==> config.mk <==
export PLATFORM = sky130hd
export DESIGN_NAME = pipe_stage_reg
export DESIGN_NICKNAME = d
export VERILOG_FILES = /design/src/rtl/cpu_types_pkg.sv /design/src/rtl/pipe_sat_cnt.sv /design/src/rtl/pipe_stage_reg.sv
export SDC_FILE = /design/constraint.sdc
export NUM_CORES = 1
export LEC_CHECK = 0
export CAP_MARGIN = 0
export CORE_MARGIN = 4
export CORE_UTILIZATION = 40
export DETAILED_ROUTE_END_ITERATION = 8
export GPL_ROUTABILITY_DRIVEN = 0
export MAX_ROUTING_LAYER = met4
export PLACE_DENSITY = 0.66
export SETUP_SLACK_MARGIN = 0.3
export SLEW_MARGIN = 20
export SYNTH_ARGS = -nofsm -noshare
export SYNTH_HDL_FRONTEND = slang
export SYNTH_HIERARCHICAL = 1
export SYNTH_SLANG_ARGS = --single-unit
==> constraint.sdc <==
create_clock -name CLK -period 5.4 [get_ports CLK]
set_input_delay 1.08 -clock CLK [delete_from_list [all_inputs] [get_ports CLK]]
set_output_delay 1.08 -clock CLK [all_outputs]
set_load 0.01 [all_outputs]
==> src/rtl/cpu_types_pkg.sv <==
// Shared CPU pipeline types: stage-register state encoding and the NOP bubble word.
package cpu_types_pkg;

  // Encodings match the entry count, so the state register doubles as occ.
  typedef enum logic [1:0] {
    EMPTY = 2'd0,
    BUSY  = 2'd1,
    FULL  = 2'd2
  } pipe_state_t;

  localparam int unsigned PIPE_NOP_MAX_W = 256;

  // All-zero bundle: every WEN/DWE/HALT-style control field deasserted.
  localparam logic [PIPE_NOP_MAX_W-1:0] PIPE_NOP = '0;

endpackage

==> src/rtl/pipe_sat_cnt.sv <==
// Saturating up-counter used for pipeline stall/bubble statistics.
module pipe_sat_cnt #(
  parameter int unsigned CNT_W = 16
) (
  input  logic             CLK,
  input  logic             nRST,
  input  logic             inc,
  output logic [CNT_W-1:0] cnt
);

  always_ff @(posedge CLK) begin
    if (!nRST) begin
      cnt <= '0;
    end else if (inc && (cnt != '1)) begin
      cnt <= cnt + CNT_W'(1);
    end
  end

endmodule

==> src/rtl/pipe_stage_reg.sv <==
// Generic pipeline stage register: valid/ready handshake, optional skid entry,
// synchronous flush to a NOP bubble and saturating stall/bubble counters.
module pipe_stage_reg
  import cpu_types_pkg::*;
#(
  parameter int unsigned DATA_W = 32,
  parameter int unsigned SKID   = 1,
  parameter int unsigned CNT_W  = 16
) (
  input  logic              CLK,
  input  logic              nRST,
  input  logic              flush,
  input  logic              in_valid,
  output logic              in_ready,
  input  logic [DATA_W-1:0] in_data,
  output logic              out_valid,
  input  logic              out_ready,
  output logic [DATA_W-1:0] out_data,
  output logic [1:0]        occ,
  output logic [CNT_W-1:0]  stall_cnt,
  output logic [CNT_W-1:0]  bubble_cnt
);

  localparam logic [DATA_W-1:0] NOP = DATA_W'(PIPE_NOP);

  pipe_state_t       state;
  logic [DATA_W-1:0] mainData;
  logic [DATA_W-1:0] skidData;
  logic              inFire;
  logic              outFire;

  assign inFire    = in_valid & in_ready;
  assign outFire   = out_valid & out_ready;
  assign out_valid = (state != EMPTY);
  assign out_data  = mainData;
  assign occ       = state;

  // With a skid entry, in_ready depends only on the state flop, breaking the
  // combinational ready chain between stages.
  generate
    if (SKID != 0) begin : gSkid
      assign in_ready = (state != FULL);
    end else begin : gNoSkid
      assign in_ready = out_ready | ~out_valid;
    end
  endgenerate

  always_ff @(posedge CLK) begin
    if (!nRST) begin
      state    <= EMPTY;
      mainData <= NOP;
      skidData <= NOP;
    end else if (flush) begin
      state    <= EMPTY;
      mainData <= NOP;
      skidData <= NOP;
    end else begin
      case (state)
        EMPTY: begin
          if (inFire) begin
            mainData <= in_data;
            state    <= BUSY;
          end
        end
        BUSY: begin
          if (inFire && outFire) begin
            mainData <= in_data;
          end else if (outFire) begin
            state <= EMPTY;
          end else if (inFire && (SKID != 0)) begin
            skidData <= in_data;
            state    <= FULL;
          end
        end
        FULL: begin
          if (outFire) begin
            mainData <= skidData;
            state    <= BUSY;
          end
        end
        default: state <= EMPTY;
      endcase
    end
  end

  pipe_sat_cnt #(.CNT_W(CNT_W)) uStallCnt (
    .CLK  (CLK),
    .nRST (nRST),
    .inc  (out_valid & ~out_ready),
    .cnt  (stall_cnt)
  );

  pipe_sat_cnt #(.CNT_W(CNT_W)) uBubbleCnt (
    .CLK  (CLK),
    .nRST (nRST),
    .inc  (~out_valid & out_ready),
    .cnt  (bubble_cnt)
  );

endmodule

==> impl_summary.log <==
INFO  metric run_status = finished clean
INFO  metric cts.htree.levels = 3
INFO  metric die_area = 13500 sq um
INFO  metric hold_path_class = flip-flop to flip-flop
INFO  metric rr_worst_depth = 5
INFO  metric number_of_top_level_pins = 105
INFO  metric syn_to_final_growth = 29.7%
INFO  metric antenna_cells = 0
INFO  metric power_switching_share = a little under a quarter
INFO  metric routed_wire_length_on_met2 = 5.74 mm
INFO  metric cell_at_the_root_of_the_clock_tree = sky130_fd_sc_hd__clkbuf_16
INFO  metric clock.fmax = about 340 MHz
INFO  metric fillCellCount = 1051
INFO  metric report.final.slew_viol_count = 0
INFO  metric grt_pass1_vias = 3880
INFO  metric synth.yosys.warnings = 6
INFO  metric pwr-share-comb = 10.6%
INFO  metric end_kind = flip-flop
INFO  metric max-cap-violations = 0
INFO  metric cts.clk_slew.worst_paths = 0.07 ns
INFO  metric post-route-min-period = 2.91 ns
INFO  metric grt_first_pass_wirelength = 19.3 mm
INFO  metric routedLengthMet1 = 5.41 mm
INFO  metric worstPathMaxFanout = 10
INFO  metric detailedPlacementHpwl = 8.10 mm
INFO  metric cts_tree = built
INFO  metric worst_setup_skew_after_layout = between 0.005 and 0.006 ns
INFO  metric period_share = 53.8%
INFO  metric fin_nets = ~620
INFO  metric vdd_drop_max = 0.159 mV
INFO  metric largest_net_degree_at_the_start_of_global_routing = 67
INFO  metric wl_met3 = 673 um
INFO  metric via_count = slightly above 4000
INFO  metric seq_area_frac_synth = 42.0%
INFO  metric ant_nets = 0
INFO  metric global_route.usage.total = 18.3%
INFO  metric die_height = approximately 120 um
INFO  metric worstHoldStart = skidData[25]
INFO  metric synth_top_cells_by_area = sky130_fd_sc_hd__dfxtp_1, sky130_fd_sc_hd__mux2i_1, sky130_fd_sc_hd__a211oi_2, sky130_fd_sc_hd__nand2_1, sky130_fd_sc_hd__a211oi_1
INFO  metric path_delay_family = simple AND/OR/NAND/NOR gates
INFO  metric wirelength = 12.0 mm
INFO  metric report.final.setup_viol = 0
INFO  metric worst_hold_path.num_cells = 2
INFO  metric cp.arrival = between 3 and 4 ns
INFO  metric switchingPower = 0.379 mW
INFO  metric post-place-cells = 717
INFO  metric synth.top_cells.by_count = sky130_fd_sc_hd__dfxtp_1, sky130_fd_sc_hd__nand2_1, sky130_fd_sc_hd__a21oi_1
INFO  metric tns = 0 ns
INFO  metric synth_enable_flop_cells = 0
INFO  metric cpPeakStageDelay = ~0.58 ns
INFO  metric combined_area_of_all_synthesized_cells = 4670 sq um
INFO  metric rows = 39
INFO  metric worst_slew_pin_slew = 0.916 ns
INFO  metric detailedRoute.firstPassIterationCount = 5
INFO  metric postCtsSetupRepairBufs = 0
INFO  metric syn-instance-count = 503
INFO  metric path_cells = clkdlybuf4s50_1 -> inv_1 -> nor2_1 -> nand2_1 -> or4_1 -> a21oi_1
INFO  metric leakage = about 2.2 nW
INFO  metric crit_required = 5.67 ns
INFO  metric detail_route.drc_violations = 0
INFO  metric routedWlPerCell = roughly 16 um
INFO  metric cts-resized-gates = 0
INFO  metric cts.hold.buffers_added = 0
INFO  metric multi_input_gate_area_in_the_final_layout = 2490 sq um
INFO  metric grt_setup_unrepaired = no
INFO  metric r2r-start = occ[1]
INFO  metric finalHoldViolCount = 0
INFO  metric nets_in_the_synthesized_netlist = 542
INFO  metric p_int = 1.24 mW
INFO  metric top_layer = met4
INFO  metric design.core.area = 11400 sq um
INFO  metric port_buffers = 104
INFO  metric synthDominantCellAreaShare = a little over two fifths
INFO  metric die_width = 116 um
INFO  metric initial_core_util = 40.9%
INFO  metric clock_insertion_delay_worst_skew = 0.34 ns
INFO  metric cp_slowest_cell = sky130_fd_sc_hd__clkdlybuf4s50_1
INFO  metric post-synth-top-count-cell = sky130_fd_sc_hd__dfxtp_1
INFO  metric routed_via_density = 5.51
INFO  metric synth_flop_cell = sky130_fd_sc_hd__dfxtp_1
INFO  metric clock_sink_count = 98
INFO  metric layout-drive-gt1-share = 10.5%
INFO  metric grt_antenna_before_repair = 0
INFO  metric avgSynthCellArea = 9.29 sq um
INFO  metric detail_route.iter0.violations = 288
INFO  metric yosys.cell_types.count = 47
INFO  metric power_per_cell_area = 267 nW/um^2
INFO  metric ys_ff_latch = 98
INFO  metric worst-r2r-setup-slack = 3.19 ns
INFO  metric timing.max_slew.rel_slack = between 30% and 40%
INFO  metric worstSetupPathType = input pin to flip-flop
INFO  metric synth_top_cell_by_area = sky130_fd_sc_hd__dfxtp_1
INFO  metric clock_path_buffers = 2
INFO  metric power.clock.fraction = between 40% and 50%
INFO  metric ys_async_sr_fraction = 0%
INFO  metric setup.worst_path.start_class = input pin
INFO  metric cp.buffers_inverters = 2
INFO  metric worst_hold_path.endpoint = skidData[25]
INFO  metric globalRoute.totalOverflow = 0
INFO  metric regArea = 1960 sq um
INFO  metric cts_inserted_buffers = 9
INFO  metric seqPwrFrac = 46.5%
INFO  metric post_layout_nonfiller_instances = 733
INFO  metric r2r_end = uBubbleCnt/cnt[9]
## power by group through the flow
stage | combinational, mW | sequential, mW | clock (mW)
2_1_floorplan | 0.0913 | 0.772 | 0
3_3_place_gp | 0.169 | 0.769 | 0
3_5_place_dp | 0.172 | 0.769 | 0
4_1_cts | 0.173 | 0.752 | 0.713
5_1_grt | 0.187 | 0.754 | 0.742
6_report | 0.171 | 0.753 | 0.696
## layout by cell type, fill, tap and decap left out, drive strengths merged, types with 11 or more instances in the layout
cell type and count:
clkdlybuf4s50 104, dfxtp 98, nand2 86, a211oi 65
a21oi 51, mux2i 38, nand3 12, nor2 11
inv 11
## cells by family after synthesis
group                    after synthesis  synth area share [%]
XOR/XNOR                               4                 0.750
flip-flops                            98                  42.0
adder cells (fa/ha/maj)                2                 0.535
AO/OA/AOI/OAI                        144                  23.6
multiplexers                          39                  8.46
buffers and inverters                 46                  5.25
AND/OR/NAND/NOR                      170                  19.5
## per-layer routing
layer | GRT usage, % | up-vias
li1 | - | 2032
met1 | 22.7 | 1912
met2 | 29.9 | 91
met3 | 5.03 | 7
met4 | 4.41 | 0
met5 | - | -
## how the worst max path moves through the flow
stage	startpoint	endpoint	slack, ns	cells after the start
2_1_floorplan	out_ready	uBubbleCnt/cnt[7]	3.14	5
3_3_place_gp	out_ready	out_data[30]	2.26	5
3_5_place_dp	out_ready	uBubbleCnt/cnt[13]	2.19	6
4_1_cts	out_ready	uBubbleCnt/cnt[9]	2.55	6
5_1_grt	out_ready	uBubbleCnt/cnt[7]	2.37	6
6_report	out_ready	uBubbleCnt/cnt[9]	2.49	6
## through the flow
stage	setup slack, ns	instance area [sq um]	power, mW	utilization, %	hold slack, ns
floorplan	3.14	4670	0.863	-	0.436
global route	2.37	6060	1.68	53.1	0.470
global placement	2.26	5720	0.938	50.1	0.440
finish	2.49	6060	1.62	53.1	0.454
detailed placement	2.19	5730	0.941	50.2	0.446
CTS	2.55	6060	1.64	53.0	0.456
## worst register-to-register path, cell delays in order, from the launching register on
cell                      delay, ns
sky130_fd_sc_hd__dfxtp_1       0.39
sky130_fd_sc_hd__or2_2         0.36
sky130_fd_sc_hd__nor2_1        0.36
sky130_fd_sc_hd__nand2_1       0.33
sky130_fd_sc_hd__or4_1         0.54
sky130_fd_sc_hd__a21oi_1       0.16
## flip-flops by register name (all words and copies together), names as in the netlist
name / flops
occ: 2
skidData: 32
uStallCnt/cnt: 16
out_data: 32
uBubbleCnt/cnt: 16
## area by class of cell
type | count | area share (%)
clock buffers | 10 | 3.94
clock inverters | 6 | 1.46
inverters | 10 | 0.619
well taps | 143 | 2.95
repair buffers | 107 | 17.5
flip-flops and latches | 98 | 32.3
multi-input cells | 359 | 41.1
Power figures use the tool's default switching activity.
